## src/rtl/muldiv_pkg.sv

```systemverilog
// Shared definitions for the sequential multiply/divide unit.
//   - operation encodings on the 2-bit op port
//   - FSM state type
//   - iteration counter width helper
package muldiv_pkg;

  localparam logic [1:0] MD_MULT  = 2'b00;
  localparam logic [1:0] MD_MULTU = 2'b01;
  localparam logic [1:0] MD_DIV   = 2'b10;
  localparam logic [1:0] MD_DIVU  = 2'b11;

  typedef enum logic [1:0] {
    IDLE = 2'd0,
    CALC = 2'd1,
    FIX  = 2'd2
  } md_state_t;

  // Counter must hold the value WIDTH itself, hence the extra bit.
  function automatic int md_cnt_width(input int width);
    return $clog2(width) + 1;
  endfunction

endpackage

```

## src/rtl/muldiv_step.sv

```systemverilog
// One iteration of the multiply/divide datapath (combinational).
//   acc_in  : {upper, lower} accumulator. Multiply: {partial product, multiplier
//             bits not yet consumed}. Divide: {partial remainder, dividend bits
//             not yet consumed / quotient bits produced so far}.
//   operand : multiplicand magnitude (multiply) or divisor magnitude (divide)
//   is_div  : 1 selects a restoring-division step, 0 a shift-add step
//   acc_out : next accumulator; for divide bit 0 is left clear for q_bit
//   q_bit   : quotient bit produced by this divide step (0 for multiply)
module muldiv_step #(
  parameter int WIDTH = 32
) (
  input  logic [2*WIDTH-1:0] acc_in,
  input  logic [WIDTH-1:0]   operand,
  input  logic               is_div,
  output logic [2*WIDTH-1:0] acc_out,
  output logic               q_bit
);

  logic [WIDTH:0] add_sum;
  logic [WIDTH:0] trial;
  logic [WIDTH:0] diff;

  always_comb begin
    add_sum = {1'b0, acc_in[2*WIDTH-1:WIDTH]} + (acc_in[0] ? {1'b0, operand} : '0);
    // Remainder shifted left by one with the next dividend bit brought in.
    trial   = acc_in[2*WIDTH-1:WIDTH-1];
    // The remainder is always below the divisor, so the top bit of diff is a
    // clean borrow flag.
    diff    = trial - {1'b0, operand};
    q_bit   = 1'b0;
    acc_out = {add_sum, acc_in[WIDTH-1:1]};
    if (is_div) begin
      q_bit   = ~diff[WIDTH];
      acc_out = {(diff[WIDTH] ? trial[WIDTH-1:0] : diff[WIDTH-1:0]),
                 acc_in[WIDTH-2:0], 1'b0};
    end
  end

endmodule

```

## src/rtl/muldiv_seq.sv

```systemverilog
// Multi-cycle MULT/MULTU/DIV/DIVU unit with architectural HI/LO registers.
// One bit per clock; start/busy/done handshake; move-to writes via hi_we/lo_we.
//   clk, rst            : clock, asynchronous active-high reset
//   start, op, op_a/b   : operation request, sampled while busy=0
//   abort               : drop the operation in flight, no result written
//   hi_we, lo_we, wdata : move-to-HI/LO, only while busy=0
//   busy, done          : in-flight flag, one-cycle completion pulse
//   div_zero            : with done, divide by zero (hi/lo left unchanged)
//   hi, lo              : product upper/lower half, or remainder/quotient
//
// state | meaning
// IDLE  | no operation; accepts start and move-to writes
// CALC  | one multiply or divide step per clock, counter counting down
// FIX   | sign correction and HI/LO write-back (or divide-by-zero report)
module muldiv_seq
  import muldiv_pkg::*;
#(
  parameter int WIDTH = 32
) (
  input  logic             clk,
  input  logic             rst,
  input  logic             start,
  input  logic [1:0]       op,
  input  logic [WIDTH-1:0] op_a,
  input  logic [WIDTH-1:0] op_b,
  input  logic             abort,
  input  logic             hi_we,
  input  logic             lo_we,
  input  logic [WIDTH-1:0] wdata,
  output logic             busy,
  output logic             done,
  output logic             div_zero,
  output logic [WIDTH-1:0] hi,
  output logic [WIDTH-1:0] lo
);

  localparam int CW = md_cnt_width(WIDTH);

  md_state_t          state, state_nxt;
  logic [CW-1:0]      counter;
  logic [2*WIDTH-1:0] acc;
  logic [WIDTH-1:0]   opnd;
  logic               div_r, sign_a, sign_b, dz_r;

  logic               accept, step_en, fix_en, mt_en, busy_nxt;
  logic               op_signed, sgn_a_in, sgn_b_in, dz_in;
  logic [WIDTH-1:0]   a_mag_in, b_mag_in;
  logic [2*WIDTH-1:0] step_acc, prod_fix;
  logic               step_q;
  logic [WIDTH-1:0]   hi_fix, lo_fix;

  assign op_signed = (op == MD_MULT) || (op == MD_DIV);
  assign sgn_a_in  = op_signed & op_a[WIDTH-1];
  assign sgn_b_in  = op_signed & op_b[WIDTH-1];
  // Magnitude of the most negative value wraps to itself, which is the
  // correct unsigned magnitude.
  assign a_mag_in  = sgn_a_in ? -op_a : op_a;
  assign b_mag_in  = sgn_b_in ? -op_b : op_b;
  assign dz_in     = op[1] && (op_b == '0);

  always_ff @(posedge clk or posedge rst) begin
    if (rst) state <= IDLE;
    else     state <= state_nxt;
  end

  always_comb begin
    state_nxt = state;
    case (state)
      IDLE: if (start && !abort) state_nxt = dz_in ? FIX : CALC;
      CALC: begin
        if (abort)                    state_nxt = IDLE;
        else if (counter == CW'(1))   state_nxt = FIX;
      end
      FIX:     state_nxt = IDLE;
      default: state_nxt = IDLE;
    endcase
  end

  always_comb begin
    accept  = 1'b0;
    step_en = 1'b0;
    fix_en  = 1'b0;
    mt_en   = 1'b0;
    case (state)
      IDLE: begin
        accept = start & ~abort;
        mt_en  = 1'b1;
      end
      CALC:    step_en = ~abort;
      FIX:     fix_en  = ~abort;
      default: ;
    endcase
    busy_nxt = (state_nxt != IDLE);
  end

  muldiv_step #(.WIDTH(WIDTH)) u_step (
    .acc_in  (acc),
    .operand (opnd),
    .is_div  (div_r),
    .acc_out (step_acc),
    .q_bit   (step_q)
  );

  always_comb begin
    prod_fix = (sign_a ^ sign_b) ? -acc : acc;
    hi_fix   = prod_fix[2*WIDTH-1:WIDTH];
    lo_fix   = prod_fix[WIDTH-1:0];
    if (div_r) begin
      lo_fix = (sign_a ^ sign_b) ? -acc[WIDTH-1:0] : acc[WIDTH-1:0];
      hi_fix = sign_a ? -acc[2*WIDTH-1:WIDTH] : acc[2*WIDTH-1:WIDTH];
    end
  end

  always_ff @(posedge clk or posedge rst) begin
    if (rst) begin
      counter  <= '0;
      acc      <= '0;
      opnd     <= '0;
      div_r    <= 1'b0;
      sign_a   <= 1'b0;
      sign_b   <= 1'b0;
      dz_r     <= 1'b0;
      busy     <= 1'b0;
      done     <= 1'b0;
      div_zero <= 1'b0;
      hi       <= '0;
      lo       <= '0;
    end else begin
      busy     <= busy_nxt;
      done     <= fix_en;
      div_zero <= fix_en & dz_r;
      if (accept) begin
        div_r   <= op[1];
        sign_a  <= sgn_a_in;
        sign_b  <= sgn_b_in;
        dz_r    <= dz_in;
        // Multiply iterates over the multiplier bits, divide over the dividend.
        opnd    <= op[1] ? b_mag_in : a_mag_in;
        acc     <= {{WIDTH{1'b0}}, (op[1] ? a_mag_in : b_mag_in)};
        counter <= dz_in ? '0 : CW'(WIDTH);
      end else if (step_en) begin
        acc     <= {step_acc[2*WIDTH-1:1], step_acc[0] | step_q};
        counter <= counter - CW'(1);
      end
      if (fix_en && !dz_r) begin
        hi <= hi_fix;
        lo <= lo_fix;
      end else if (mt_en) begin
        if (hi_we) hi <= wdata;
        if (lo_we) lo <= wdata;
      end
    end
  end

endmodule

```

## config.mk

```make
export PLATFORM = sky130hd
export DESIGN_NAME = muldiv_seq
export DESIGN_NICKNAME = d
export VERILOG_FILES = /design/src/rtl/muldiv_pkg.sv /design/src/rtl/muldiv_step.sv /design/src/rtl/muldiv_seq.sv
export SDC_FILE = /design/constraint.sdc
export NUM_CORES = 1
export LEC_CHECK = 0
export CAP_MARGIN = 20
export CORE_MARGIN = 1
export CORE_UTILIZATION = 55
export DETAILED_ROUTE_END_ITERATION = 6
export HOLD_SLACK_MARGIN = 0.02
export PLACE_DENSITY = 0.79
export SETUP_SLACK_MARGIN = 0.3
export SYNTH_ARGS = -nofsm -noshare
export SYNTH_HDL_FRONTEND = slang
export SYNTH_SLANG_ARGS = --single-unit
```

## constraint.sdc

```tcl
create_clock -name clk -period 7 [get_ports clk]
set_clock_uncertainty 0.2 [all_clocks]
set_input_delay 1.05 -clock clk [delete_from_list [all_inputs] [get_ports clk]]
set_output_delay 1.05 -clock clk [all_outputs]
set_load 0.02 [all_outputs]
```

### Word-level counts from Yosys, hierarchy flattened

Index checks and enable logic that the tools add are counted.

| word-level totals | value |
|---|---|
| register bits after elaboration | 175 |
| input port bits | 104 |
| output and inout bits | 67 |
| logic and storage cells | 82 |

| operators by class | value |
|---|---|
| add/subtract/negate cells | 8 |
| equality and inequality tests | 4 |
| muxes and demuxes | 33 |
| bitwise operators | 8 |
| reductions and logical operators | 16 |

Operator list:

| operator | number |
|---|---|
| 2-to-1 mux 32 bit | 16 |
| 2-to-1 mux 64 bit | 4 |
| negator 32 bit | 4 |
| negator 64 bit | 1 |
| adder 32 x 33 -> 33 bit | 1 |
| subtractor 33 x 32 -> 33 bit | 1 |
| logical NOT 32 bit | 1 |
| 2-to-1 mux 6 bit | 3 |
| nonzero test 2 bit | 5 |
| 2-to-1 mux 2 bit | 4 |
| equality test 6 x 1 -> 1 bit (second input constant) | 1 |
| subtractor 6 x 1 -> 6 bit (second input constant) | 1 |
| 2-to-1 mux 1 bit | 5 |
| bitwise AND 1 bit | 4 |
| equality test 2 bit (second input constant) | 2 |
| logical NOT 2 bit | 2 |
| one-hot mux 2 bit (2 select lines) | 1 |
| AND reduction 2 bit | 2 |
| logical AND 1 bit | 3 |
| equality test 2 x 1 -> 1 bit (second input constant) | 1 |
| logical NOT 1 bit | 2 |
| inverter 1 bit | 2 |
| logical OR 1 bit | 1 |
| bitwise OR 1 bit | 1 |
| XOR 1 bit | 1 |

### Logic depth before layout (Yosys ltp)

| depth | value |
|---|---|
| depth after elaboration | 6 |
| mapped depth | 14 |

### Cells and area by module

Synthesis repeated with hierarchy kept, for this count alone.

| second synthesis, totals | value |
|---|---|
| cells, all modules | 1,967 |
| area total of the unflattened synthesis | 15,891.5 µm² |

Modules (own cells, without submodules):

| module | instances | cells each | area each (µm²) |
|---|---|---|---|
| muldiv_seq | 1 | 1,307 | 11,265.8 |
| muldiv_step | 1 | 660 | 4,625.7 |

### Worst setup path before layout

Ideal clock, no wire load.

| timing path | value |
|---|---|
| path kind | in2reg |
| from | input port op_a[9] |
| to | register acc[22] |
| arrival time | 3.271 ns |
| slack | 3.403 ns |
| stages | 8 |
| buffers on the path | 0 |
| cells stage by stage | or4_1 -> or3_1 -> or3_1 -> nor3_1 -> nor2_1 -> xnor2_1 -> o21a_1 -> a221o_1 |

| between the ends | value |
|---|---|
| cells in the longest elaborated chain, start to end | 4 |

RTL lines:

| what | RTL line | source |
|---|---|---|
| start: declaration | muldiv_seq.sv:24 | `input logic [WIDTH-1:0] op_a,` |
| negator 32 bit | muldiv_seq.sv:57 | `assign a_mag_in = sgn_a_in ? -op_a : op_a;` |
| 2-to-1 mux 32 bit | muldiv_seq.sv:57 |  |
| 2-to-1 mux 32 bit | muldiv_seq.sv:139 | `acc <= {{WIDTH{1'b0}}, (op[1] ? a_mag_in : b_mag_in)};` |
| 2-to-1 mux 64 bit | muldiv_seq.sv:132 | `if (accept) begin` |
| end signal: assignment | muldiv_seq.sv:139 |  |
| end signal: assignment | muldiv_seq.sv:142 | `acc <= {step_acc[2*WIDTH-1:1], step_acc[0] \| step_q};` |
| end: declaration | muldiv_seq.sv:41 | `logic [2*WIDTH-1:0] acc;` |

Every way passes these cells.
A chain may end at the register's enable or synchronous reset.

### Worst setup path in the final report

| timing path | value |
|---|---|
| from | register acc[31] |
| to | register acc[62] |

| between the ends | value |
|---|---|
| cells in the longest elaborated chain, start to end | 5 |

RTL lines:

| what | RTL line | source |
|---|---|---|
| subtractor 33 x 32 -> 33 bit | muldiv_step.sv:29 | `diff = trial - {1'b0, operand};` |
| 2-to-1 mux 32 bit | muldiv_step.sv:34 | `acc_out = {(diff[WIDTH] ? trial[WIDTH-1:0] : diff[WIDTH-1:0]),` |
| 2-to-1 mux 64 bit | muldiv_step.sv:32 | `if (is_div) begin` |
| 2-to-1 mux 64 bit | muldiv_seq.sv:141 | `end else if (step_en) begin` |
| 2-to-1 mux 64 bit | muldiv_seq.sv:132 |  |

Every way passes these cells. The select of a mux whose other input is x is not followed.

==> flow_metrics.env <==
export IMPL_clock_root_buffer="clkbuf_16"
export IMPL_mappedNetlistArea_um2=15200
export IMPL_cts_tree="done"
export IMPL_grt_max_degree=129
export IMPL_dp_hpwl_mm=40.6
export IMPL_vias_per_cell=6.40
export IMPL_chipWidth_um=168
export IMPL_grt_usage_pct=37.1
export IMPL_cp_max_fo=6
export IMPL_post_route_worst_setup_slack_ns=2.56
export IMPL_rsz0062_at_grt="no"
export IMPL_grt_pass1_wl_mm=80.8
export IMPL_yosysTopAreaCellShare_pct=28.8
export IMPL_rows=60
export IMPL_vias=15200
export IMPL_synthTopCellsByArea="dfrtp_1 29%, mux2i_1 7.0%, o21ai_0 6.5%"
export IMPL_maxCapViolCount=0
export IMPL_dp_cells=2345
export IMPL_cts_resized=0
export IMPL_whs_ns=0.296
export IMPL_pwr_density_cell_nw_per_um2=383
export IMPL_syn_area_per_cell_um2=7.85
export IMPL_fin_nets=2200
export IMPL_drive_gt1_share_pct=4.07
export IMPL_fmax_mhz=225
export IMPL_async_flop_share_pct=100
export IMPL_worstPathCellList="inv_1, ha_1, fa_1, nand2b_1, a211oi_1, o21a_1, a2111oi_4, o221ai_4, or3_1, nand3_1, nor3_1, a211o_1"
export IMPL_yosys_most_used_dff="dfrtp_1"
export IMPL_ant_nets=0
export IMPL_synthAdderAreaFrac_pct=6.02
export IMPL_finalCriticalPeriod_ns=4.44
export IMPL_gr_total_overflow=0
export IMPL_crit_type="reg2reg"
export IMPL_hold_class="reg2reg"
export IMPL_grt_pass1_vias=13900
export IMPL_ctsLongestPathBuffers=2
export IMPL_power_mw=6.74
export IMPL_insertion_delay_ns=0.45
export IMPL_cts_setup_buffers=0
export IMPL_synth_top_family_by_area="compound AO/OA/AOI/OAI gates"
export IMPL_slew_viol_final=0
export IMPL_synth_seq_cells=175
export IMPL_avgRoutedWirePerCell_um=22.1
export IMPL_path_clk_slew_ns=0.08
export IMPL_utilization_pct=65.1
export IMPL_drt_total_wl_mm=52.6
export IMPL_yosys_area_share_simple_pct=18.5
export IMPL_core_area_um2=27000
export IMPL_hold_viol=0
export IMPL_synth_top_cells_by_count="212 x nand2_1, 197 x o21ai_0, 183 x nor2_1"
export IMPL_place_gp_congestion=1.00
export IMPL_ios=171
export IMPL_drt_iter0_markers=1786
export IMPL_stdcell_area_um2=17600
export IMPL_ir_drop_v=0.000216
export IMPL_hold_buffers=0
export IMPL_crit_arrival_ns=4.62
export IMPL_synthMostInstantiatedCell="nand2_1"
export IMPL_worstSetupEndpointType="register"
export IMPL_synthesis_nets=2112
export IMPL_placed_area_um2=17000
export IMPL_area_growth_pct=15.8
export IMPL_slew_headroom_pct=27.2
export IMPL_worst_pin_slew_ns=1.09
export IMPL_synth_compound_gate_area_share_pct=24.7
export IMPL_outcome="finished, violations left"
export IMPL_initial_utilization_pct=56.3
export IMPL_worstPathRequired_ns=7.19
export IMPL_dp_slack_ns=2.55
export IMPL_port_buffers=170
export IMPL_die_y_um=168
export IMPL_h_tree_depth=4
export IMPL_cp_slowest_cell="nor3_1"
export IMPL_synth_xor_area_share_pct=10.0
export IMPL_cts_sinks=175
export IMPL_syn_inst=1936
export IMPL_failed_checks="design-rule violations"
export IMPL_yosys_warnings=0
export IMPL_post_route_drc_count=2
export IMPL_layout_cells_non_filler=2378
export IMPL_die_area_um2=28300
export IMPL_cp_slowest_stage_delay_ns=0.73
export IMPL_yosysUniqueCellTypes=74
export IMPL_yosys_area_top_type="dfrtp_1"
export IMPL_report_final_setup_viol=0
export IMPL_finalCritPeriodShare_pct=63.4
export IMPL_tns_ns=0
export IMPL_antenna_cells=0
export IMPL_power_leakage_nw=7.51
export IMPL_grt_antenna_before_repair=0
export IMPL_start_kind="register"
export IMPL_synth_edf_count=0
export IMPL_dr_pass1_iters=7
export IMPL_synth_mux_area_fraction_pct=7.12
export IMPL_cts_buffers=17
export IMPL_ys_seq_area_share_pct=28.8
sequential cells by signal, indices dropped and copies added (netlist names):
register and flops:
div_r 1, counter 6, dz_r 1, state 2, done 1, acc 64
sign_b 1, sign_a 1, div_zero 1, lo 32, hi 32, busy 1
opnd 32
routing by layer:
layer  vias up  part of all wire [%]  track usage (%)
met2       846                    42             53.4
met5         -                     0                0
met3       123                   9.9             7.83
met1      7139                    45             53.6
met4         0                   4.0             15.2
li1       7108                     -                -
final cells by class:
class                      instances  area, um2
multi-input combinational       1569      10100
fill                            2336       9420
sequential                       175       4380
timing repair buffer             188       1830
clock buffer                      18        429
tap                              341        427
inverter                          73        279
clock inverter                    14        140
worst paths after layout:
kind | start | endpoint | slack [ns] | depth (start not counted)
max | acc[31] | acc[62] | 2.56 | 12
min | opnd[21] | opnd[21] | 0.30 | 2
max reg2reg | acc[31] | acc[62] | 2.56 | 12
min reg2reg | opnd[21] | opnd[21] | 0.30 | 2
max in group asynchronous | rst | div_r | 4.50 | 3
min in group asynchronous | rst | lo[11] | 0.79 | 2
critical path, delay by kind of cell, from the launching register on:
family / cells / cell delay (ns)
DFF: 1 / 0.53
and+or+nand+nor: 4 / 1.61
buffers and inverters: 1 / 0.08
adders and majority gates: 2 / 0.62
AOI/OAI and AO/OA: 5 / 1.32
cell usage in the layout (no fill, tap or decap), types with 18 or more instances in the layout:
cell type / n
a21oi_1: 167
nor3_1: 37
xnor2_1: 85
dfrtp_1: 174
o211ai_1: 42
inv_1: 72
nand2_1: 212
a31oi_1: 21
nor2b_1: 21
a21o_1: 31
clkdlybuf4s50_1: 169
ha_1: 70
o21ai_0: 197
nor2_1: 180
nand3_1: 21
mux2i_1: 107
buf_4: 18
nor4_1: 24
a211oi_1: 19
xor2_1: 89
cells by family after synthesis:
kind of cell    after synthesis
mux                         108
fa+ha+maj                    72
flops                       175
simple gates                605
compound gates              610
xor+xnor                    174
buf+inv                     192
power by group:
group          internal (mW)  switching [mW]  leakage (nW)
Clock                  0.476           0.484         0.274
Sequential              1.26           0.524          2.16
Combinational           1.58            2.41          5.07
Total                   3.32            3.42          7.51
Note: power is estimated with default switching activity, not from simulation.
